[config.mk]
export PLATFORM = sky130hd
export DESIGN_NAME = edge_filter_detector_flat
export DESIGN_NICKNAME = d
export VERILOG_FILES = /design/src/rtl/edge_filter_pkg.sv /design/src/rtl/edge_filter_detector_if.sv /design/src/rtl/edge_filter_chan.sv /design/src/rtl/edge_filter_detector.sv /design/src/flat_wrapper.sv
export SDC_FILE = /design/constraint.sdc
export NUM_CORES = 1
export LEC_CHECK = 0
export BUFFER_PORTS_ARGS = -buffer_cell sky130_fd_sc_hd__buf_4
export CAP_MARGIN = 10
export CORE_MARGIN = 2
export CORE_UTILIZATION = 40
export CTS_BUF_LIST = sky130_fd_sc_hd__clkbuf_4 sky130_fd_sc_hd__clkbuf_8
export DETAILED_ROUTE_END_ITERATION = 8
export PLACE_DENSITY = 0.59
export REMOVE_ABC_BUFFERS = 1
export SLEW_MARGIN = 20
export SYNTH_ARGS = -nofsm -noshare
export SYNTH_HDL_FRONTEND = slang
export SYNTH_SLANG_ARGS = --single-unit
[constraint.sdc]
create_clock -name clk -period 1.49 [get_ports clk]
set_clock_uncertainty 0.05 [all_clocks]
set_input_delay 0.0745 -clock clk [delete_from_list [all_inputs] [get_ports clk]]
set_output_delay 0.0745 -clock clk [all_outputs]
set_load 0.02 [all_outputs]
[src/rtl/edge_filter_pkg.sv]
// Shared types and defaults for the glitch-filtered edge detector.
// Combinational helpers only; no state, no flow control.
package edge_filter_pkg;

    typedef enum logic [1:0] {
        MODE_OFF  = 2'b00,
        MODE_RISE = 2'b01,
        MODE_FALL = 2'b10,
        MODE_BOTH = 2'b11
    } mode_e;

    typedef enum logic {
        ST_LOW  = 1'b0,
        ST_HIGH = 1'b1
    } lvl_state_e;

    localparam int DEF_CHANNELS    = 4;
    localparam int DEF_HIGH_MIN    = 6;
    localparam int DEF_LOW_MIN     = 6;
    localparam int DEF_SYNC_STAGES = 2;

    // Run counter only has to reach THR-1, so clog2 of the larger threshold suffices.
    function automatic int cnt_width(input int hi, input int lo);
        int m;
        m = (hi > lo) ? hi : lo;
        return (m <= 2) ? 1 : $clog2(m);
    endfunction

endpackage

[src/rtl/edge_filter_detector_if.sv]
// Control inputs and per-channel results of the edge detector, bundled.
// No handshake: outputs are single-cycle strobes with no backpressure.
interface edge_filter_detector_if
    import edge_filter_pkg::*;
#(
    parameter int CHANNELS = DEF_CHANNELS
);
    logic                en;
    mode_e               mode;
    logic [CHANNELS-1:0] din;
    logic [CHANNELS-1:0] level;
    logic [CHANNELS-1:0] pulse;
    logic [CHANNELS-1:0] glitch;
    logic                any_pulse;

    modport master (
        output en, mode, din,
        input  level, pulse, glitch, any_pulse
    );

    modport slave (
        input  en, mode, din,
        output level, pulse, glitch, any_pulse
    );
endinterface

[src/rtl/edge_filter_chan.sv]
// One channel: synchroniser, run counter, debounced level, glitch strobe.
// Level settles SYNC_STAGES+THR edges after a stable change; no backpressure.
module edge_filter_chan
    import edge_filter_pkg::*;
#(
    parameter int HIGH_MIN    = DEF_HIGH_MIN,
    parameter int LOW_MIN     = DEF_LOW_MIN,
    parameter int SYNC_STAGES = DEF_SYNC_STAGES
) (
    input  logic clk,
    input  logic reset_n,
    input  logic en,
    input  logic din,
    output logic level,
    output logic glitch,
    output logic qual_rise,
    output logic qual_fall
);
    localparam int CW = cnt_width(HIGH_MIN, LOW_MIN);
    localparam logic [CW-1:0] HI_LAST = CW'(HIGH_MIN - 1);
    localparam logic [CW-1:0] LO_LAST = CW'(LOW_MIN - 1);

    if (HIGH_MIN < 1) begin : g_bad_high
        $error("HIGH_MIN must be >= 1");
    end
    if (LOW_MIN < 1) begin : g_bad_low
        $error("LOW_MIN must be >= 1");
    end
    if (SYNC_STAGES < 2) begin : g_bad_sync
        $error("SYNC_STAGES must be >= 2");
    end

    logic [SYNC_STAGES-1:0] sync_q;
    logic                   s;
    lvl_state_e             state_q, state_d;
    logic [CW-1:0]          cnt_q, cnt_d, last;
    logic                   glitch_q, glitch_d;

    always_ff @(posedge clk or negedge reset_n) begin
        if (!reset_n) begin
            sync_q <= '0;
        end else begin
            sync_q <= {sync_q[SYNC_STAGES-2:0], din};
        end
    end

    assign s = sync_q[SYNC_STAGES-1];

    always_ff @(posedge clk or negedge reset_n) begin
        if (!reset_n) begin
            state_q  <= ST_LOW;
            cnt_q    <= '0;
            glitch_q <= 1'b0;
        end else begin
            state_q  <= state_d;
            cnt_q    <= cnt_d;
            glitch_q <= glitch_d;
        end
    end

    // Dropping en discards the run silently; it is not a glitch.
    always_comb begin
        state_d   = state_q;
        cnt_d     = cnt_q;
        glitch_d  = 1'b0;
        qual_rise = 1'b0;
        qual_fall = 1'b0;
        last      = (state_q == ST_HIGH) ? LO_LAST : HI_LAST;
        if (!en) begin
            cnt_d = '0;
        end else if (s != (state_q == ST_HIGH)) begin
            if (cnt_q == last) begin
                state_d   = s ? ST_HIGH : ST_LOW;
                cnt_d     = '0;
                qual_rise = s;
                qual_fall = !s;
            end else begin
                cnt_d = cnt_q + 1'b1;
            end
        end else if (cnt_q != '0) begin
            cnt_d    = '0;
            glitch_d = 1'b1;
        end
    end

    always_comb begin
        level  = (state_q == ST_HIGH);
        glitch = glitch_q;
    end

endmodule

[src/rtl/edge_filter_detector.sv]
// Multi-channel debounced edge detector with run-time rise/fall/both selection.
// Pulse registered on the qualifying edge (SYNC_STAGES+THR after input); no backpressure.
module edge_filter_detector
    import edge_filter_pkg::*;
#(
    parameter int CHANNELS    = DEF_CHANNELS,
    parameter int HIGH_MIN    = DEF_HIGH_MIN,
    parameter int LOW_MIN     = DEF_LOW_MIN,
    parameter int SYNC_STAGES = DEF_SYNC_STAGES
) (
    input  logic                   clk,
    input  logic                   reset_n,
    edge_filter_detector_if.slave  bus
);
    if (CHANNELS < 1) begin : g_bad_channels
        $error("CHANNELS must be >= 1");
    end

    logic [CHANNELS-1:0] level_w, glitch_w, qual_rise, qual_fall;
    logic [CHANNELS-1:0] pulse_d, pulse_q;
    logic                rise_sel, fall_sel;

    for (genvar i = 0; i < CHANNELS; i++) begin : g_chan
        edge_filter_chan #(
            .HIGH_MIN    (HIGH_MIN),
            .LOW_MIN     (LOW_MIN),
            .SYNC_STAGES (SYNC_STAGES)
        ) u_chan (
            .clk       (clk),
            .reset_n   (reset_n),
            .en        (bus.en),
            .din       (bus.din[i]),
            .level     (level_w[i]),
            .glitch    (glitch_w[i]),
            .qual_rise (qual_rise[i]),
            .qual_fall (qual_fall[i])
        );
    end

    // mode is applied to the same edge that qualifies the transition.
    always_comb begin
        rise_sel = (bus.mode == MODE_RISE) || (bus.mode == MODE_BOTH);
        fall_sel = (bus.mode == MODE_FALL) || (bus.mode == MODE_BOTH);
        pulse_d  = (qual_rise & {CHANNELS{rise_sel}}) | (qual_fall & {CHANNELS{fall_sel}});
    end

    always_ff @(posedge clk or negedge reset_n) begin
        if (!reset_n) begin
            pulse_q <= '0;
        end else begin
            pulse_q <= pulse_d;
        end
    end

    assign bus.level     = level_w;
    assign bus.glitch    = glitch_w;
    assign bus.pulse     = pulse_q;
    assign bus.any_pulse = |pulse_q;

endmodule

[src/flat_wrapper.sv]
// flat-port wrapper written by rule: the top's interface ports become plain ports
module edge_filter_detector_flat import edge_filter_pkg::*;
#(
    parameter int CHANNELS    = DEF_CHANNELS,
    parameter int HIGH_MIN    = DEF_HIGH_MIN,
    parameter int LOW_MIN     = DEF_LOW_MIN,
    parameter int SYNC_STAGES = DEF_SYNC_STAGES
)
  (clk, reset_n, bus_en, bus_mode, bus_din, bus_level, bus_pulse, bus_glitch, bus_any_pulse);
  edge_filter_detector_if #(.CHANNELS(CHANNELS)) bus_i ();
  input  logic clk;
  input  logic reset_n;
  input wire logic [$bits(bus_i.en)-1:0] bus_en;
  input wire logic [$bits(bus_i.mode)-1:0] bus_mode;
  input wire logic [$bits(bus_i.din)-1:0] bus_din;
  output wire logic [$bits(bus_i.level)-1:0] bus_level;
  output wire logic [$bits(bus_i.pulse)-1:0] bus_pulse;
  output wire logic [$bits(bus_i.glitch)-1:0] bus_glitch;
  output wire logic [$bits(bus_i.any_pulse)-1:0] bus_any_pulse;
  assign bus_i.en = bus_en;
  assign bus_i.mode = bus_mode;
  assign bus_i.din = bus_din;
  assign bus_level = bus_i.level;
  assign bus_pulse = bus_i.pulse;
  assign bus_glitch = bus_i.glitch;
  assign bus_any_pulse = bus_i.any_pulse;
  edge_filter_detector #(.CHANNELS(CHANNELS), .HIGH_MIN(HIGH_MIN), .LOW_MIN(LOW_MIN), .SYNC_STAGES(SYNC_STAGES)) u_core (.clk(clk), .reset_n(reset_n), .bus(bus_i));
endmodule
Word-level counts from Yosys, hierarchy flattened:

Index checks and enable logic that the tools add are counted.

* register bits after elaboration: 32
* input bits: 9

* bitwise logic cells: 3
* add/subtract/negate cells: 4
* equality and inequality tests: 15
* reductions and logical operators: 15
* mux-type cells: 56

Operators with widths (count)
* 3-bit two-way mux: 16
* 1-bit two-way mux: 40
* 3-bit by 1-bit adder with 3-bit output (second input constant): 4
* 3-bit equality test (second input constant): 4
* 3-bit by 1-bit inequality test with 1-bit output (second input constant): 4
* 3-bit AND reduction: 4
* 3-bit nonzero test: 4
* 4-bit bitwise AND: 2
* 2-bit equality test (second input constant): 2
* 1-bit logical NOT: 4
* 1-bit inequality test: 4
* 4-bit bitwise OR: 1
* 4-bit OR reduction: 1
* 2-bit by 1-bit equality test with 1-bit output (second input constant): 1
* 1-bit logical OR: 2

Logic depth before layout (Yosys ltp):

* word-level depth: 6
* gate-level depth with buffers: 4
* gate-level depth less buffers: 2

Modules after synthesis:

A second synthesis with hierarchy kept.

* cells, all modules: 93
* area total of the unflattened synthesis: 1288.7 µm²

By module, submodules not included
* edge_filter_chan: instances 4, area each 286.5 µm², cells each 21, seq. area each 175.2 µm²
* edge_filter_detector: instances 1, area each 142.6 µm², cells each 9, seq. area each 100.1 µm²

Worst setup path before layout:

Ideal clock, no wire load.

* path kind: flip-flop to output port
* start: reg u_core.pulse_q[1] (netlist: u_core.bus.pulse[1])
* end: out bus_any_pulse
* buffers on the path: 0
* stages on the path, launching flop included: 2
* arrival: 1.084 ns
* path slack: 0.281 ns
* cell sequence: dfrtp_1 > or4_1

* longest elaborated chain between the ends: 1

Ends and longest elaborated chain
* start: declaration: RTL line edge_filter_detector.sv:20 `logic [CHANNELS-1:0] pulse_d, pulse_q;`
* start signal: assignment: RTL line edge_filter_detector.sv:51 `pulse_q <= pulse_d;`
* 4-bit OR reduction: RTL line edge_filter_detector.sv:58 `assign bus.any_pulse = |pulse_q;`
* end: declaration: RTL line flat_wrapper.sv:19 `output wire logic [$bits(bus_i.any_pulse)-1:0] bus_any_pulse;`

No other way between the ends.

Worst setup path after layout:

Ends and elaborated chain as after synthesis.

==> run_results.csv <==
group,metric,value,unit
clock_tree,cts_made_buffers,5,
run_status,violations,"setup timing",
timing,hold_viol,0,
power,p_leak,0.000741,uW
die,initial_core_util,0.425,
die,die_y,61.4,um
critical_path,worstPathMaxFanout,2,
run_status,outcome,"finished with violations",
power,power_frac_comb,0.079,
synthesis,syn_inst,100,
power,p_int,1150,uW
final_layout,regArea,801,sq um
synthesis,synth_seq_cells,32,
synthesis,synth_cell_type_count,16,
routing,ant_nets,0,
timing,rsz0062_at_grt,"true",
final_layout,n_fill_cell,295,
power,p_seq_frac,0.611,
power,power.switching,356,uW
timing,fin_crit,1.51,ns
timing,report.final.slew_viol_count,0,
synthesis,synth_area,1320,sq um
placed_design,dp_hpwl,1530,um
clock_tree,cts.path.max_buffers,2,
power,peakVddDrop,0.000500,V
routing,first_pass_iters,4,
critical_path,worst-setup-path-type,"reg -> out",
clock_tree,cts.sinks,32,
die,dieArea,3770,sq um
final_layout,areaGrowthSynthToFinish,23.2,%
routing,drc,0,
die,ios,22,
critical_path,reg2reg_to,"u_core.bus.pulse[1]",
critical_path,crit_arrival,1.38,ns
final_layout,final_area,1620,sq um
critical_path,rrSetupSlack,0.06,ns
global_routing,track_usage,0.146,
final_layout,num_antenna_cells,0,
critical_path,cpPeakStageDelay,0.53,ns
placed_design,port_buffers,21,
final_layout,layout.nets,138,
routing,vias_per_cell,5.05,
hold_path,holdCritPathClass,"in -> async",
die,die_w,61.4,um
clock_tree,clk_pin_slew_worst_paths,0.10,ns
die,core.rowCount,20,
synthesis,avgSynthCellArea,13.2,sq um
clock_tree,insertion_delay,0.33,ns
clock_tree,htree_levels,2,
timing,fmaxAchievable,0.663,GHz
clock_tree,root_buffer,"clkbuf_4",
timing,worst_slew_pin_slew,0.431,ns
final_layout,drive_above_1_share,0.279,
critical_path,rr_worst_depth,3,
synthesis,synth-warning-count,0,
routing,dr.first_iter.drc_count,43,
critical_path,crit_family,"simple AND/OR/NAND/NOR gates",
critical_path,r2r_start,"u_core.g_chan[1].u_chan.cnt_q[1]",
timing,slew_headroom,0.712,
global_routing,grt_start_max_net_pins,33,
routing,num_vias,873,
routing,wirelength,2320,um
global_routing,grt_first_pass_wirelength,3790,um
critical_path,slowest_stage,"or4_4",
power,p_sw_frac,0.237,
global_routing,grt_pass1_vias,811,
critical_path,path_cells,"or4_4 > buf_6",
critical_path,cp-start-kind,"flip-flop",
timing,fin_tns_setup,-0.0190,ns
job,maxCapViolations,0,
power,p_per_area,925,nW/um^2
global_routing,antenna_found_initial,0,
critical_path,critPathBufInv,1,
placed_design,gp_congestion,0.756,
power,p_clk_frac,0.311,
clock_tree,tritoncts,"yes",
placed_design,place_area,1460,sq um
timing,setup_ws,-0.0190,ns
timing,fin_crit_sh,1.01,
timing,finalSetupViolCount,1,
global_routing,grt_overflow,0,
die,core,3100,sq um
synthesis,ys_seq_area_frac,0.608,
critical_path,required,1.37,ns
routing,avgRoutedWirePerCell,13.4,um
critical_path,critPathCaptureType,"output pin",
final_layout,multiInputGateArea,447,sq um
-- registers in the layout (all words and copies together), names as in the netlist --
register and flops:
u_core.bus.pulse 4, u_core.g_chan.u_chan.cnt_q 12, u_core.g_chan.u_chan.level 4, u_core.g_chan.u_chan.sync_q 8
u_core.g_chan.u_chan.glitch 4
-- timing repair --
| item | in CTS | in global routing |
|---|---|---|
| pin swaps | 0 | 0 |
| setup buffers | 0 | 2 |
| hold buffers | 9 | 0 |
| hold endpoints to repair | 43 | 0 |
| gates cloned | 0 | 0 |
| resized for setup | 0 | 2 |
| endpoints found under the setup margin | 1 | 2 |
-- per-layer routing --
metal	GRT usage	vias to the layer above	part of all wire
met5	0	-	0
met4	0.0638	0	0.017
met3	0.0693	5	0.061
met2	0.220	25	0.46
met1	0.181	426	0.46
li1	-	417	-
-- cells in the mapped netlist --
master / n / area share
or3b_1: 4 / 0.027
nand2b_1: 8 / 0.038
buf_4: 8 / 0.046
nor3_1: 4 / 0.015
o311a_1: 4 / 0.030
dfrtp_1: 32 / 0.61
nand4b_1: 4 / 0.027
xnor2_1: 4 / 0.027
or4_1: 1 / 0.0057
a21oi_1: 4 / 0.015
nand3b_1: 12 / 0.068
mux2_2: 4 / 0.034
a211oi_1: 7 / 0.040
inv_1: 1 / 0.0028
a211oi_2: 1 / 0.0095
buf_2: 2 / 0.0076
-- power groups by stage --
stage          sequential [uW]  combinational (uW)  clock, uW
5_1_grt                    921                 132        533
3_5_place_dp               934                 102          0
2_1_floorplan              934                40.7          0
4_1_cts                    916                 119        487
6_report                   916                 118        466
3_3_place_gp               932                 100          0
-- per-stage QoR --
step	power [uW]	instances	setup slack (ns)	util	hold WS (ns)
floorplan	975	90	0.281	-	-0.271
global placement	1030	155	0.345	0.471	-0.0207
detailed placement	1040	155	0.330	0.471	-0.0123
CTS	1520	171	-0.0461	0.516	0.167
global route	1590	173	-0.0767	0.523	0.188
finish	1500	173	-0.0190	0.523	0.174
-- how the worst max path moves through the flow --
stage	startpoint	endpoint	slack (ns)	depth (start not counted)
6_report	u_core.bus.pulse[1]	bus_any_pulse	-0.02	2
5_1_grt	u_core.bus.pulse[1]	bus_any_pulse	-0.08	2
4_1_cts	u_core.bus.pulse[1]	bus_any_pulse	-0.05	2
3_5_place_dp	u_core.bus.pulse[1]	bus_any_pulse	0.33	2
3_3_place_gp	u_core.bus.pulse[1]	bus_any_pulse	0.35	2
2_1_floorplan	u_core.bus.pulse[1]	bus_any_pulse	0.28	1
-- logic make-up (layout without fill, tap and decap cells) --
family / count (synthesis) / count (layout) / synth area share
AND/OR/NAND/NOR: 33 / 33 / 0.180
flip-flops: 32 / 32 / 0.608
AO/OA/AOI/OAI: 16 / 16 / 0.0950
buffers and inverters: 11 / 40 / 0.0560
XOR/XNOR: 4 / 4 / 0.0266
multiplexers: 4 / 4 / 0.0342
-- cell usage in the layout (no fill, tap or decap), types with 6 or more instances in the layout --
master / n
dlygate4sd3_1: 9
dfrtp_1: 32
a211oi_1: 7
nand2b_1: 8
nand3b_1: 12
clkbuf_4: 6
buf_4: 22
-- layout make-up --
cell class | count | area share
flip-flops and latches | 32 | 0.493
multi-input cells | 57 | 0.275
repair buffers | 32 | 0.164
well taps | 44 | 0.0339
clock buffers | 6 | 0.0278
clock inverters | 1 | 0.00308
inverters | 1 | 0.00231
No activity file was read; power rests on OpenSTA's default activity.
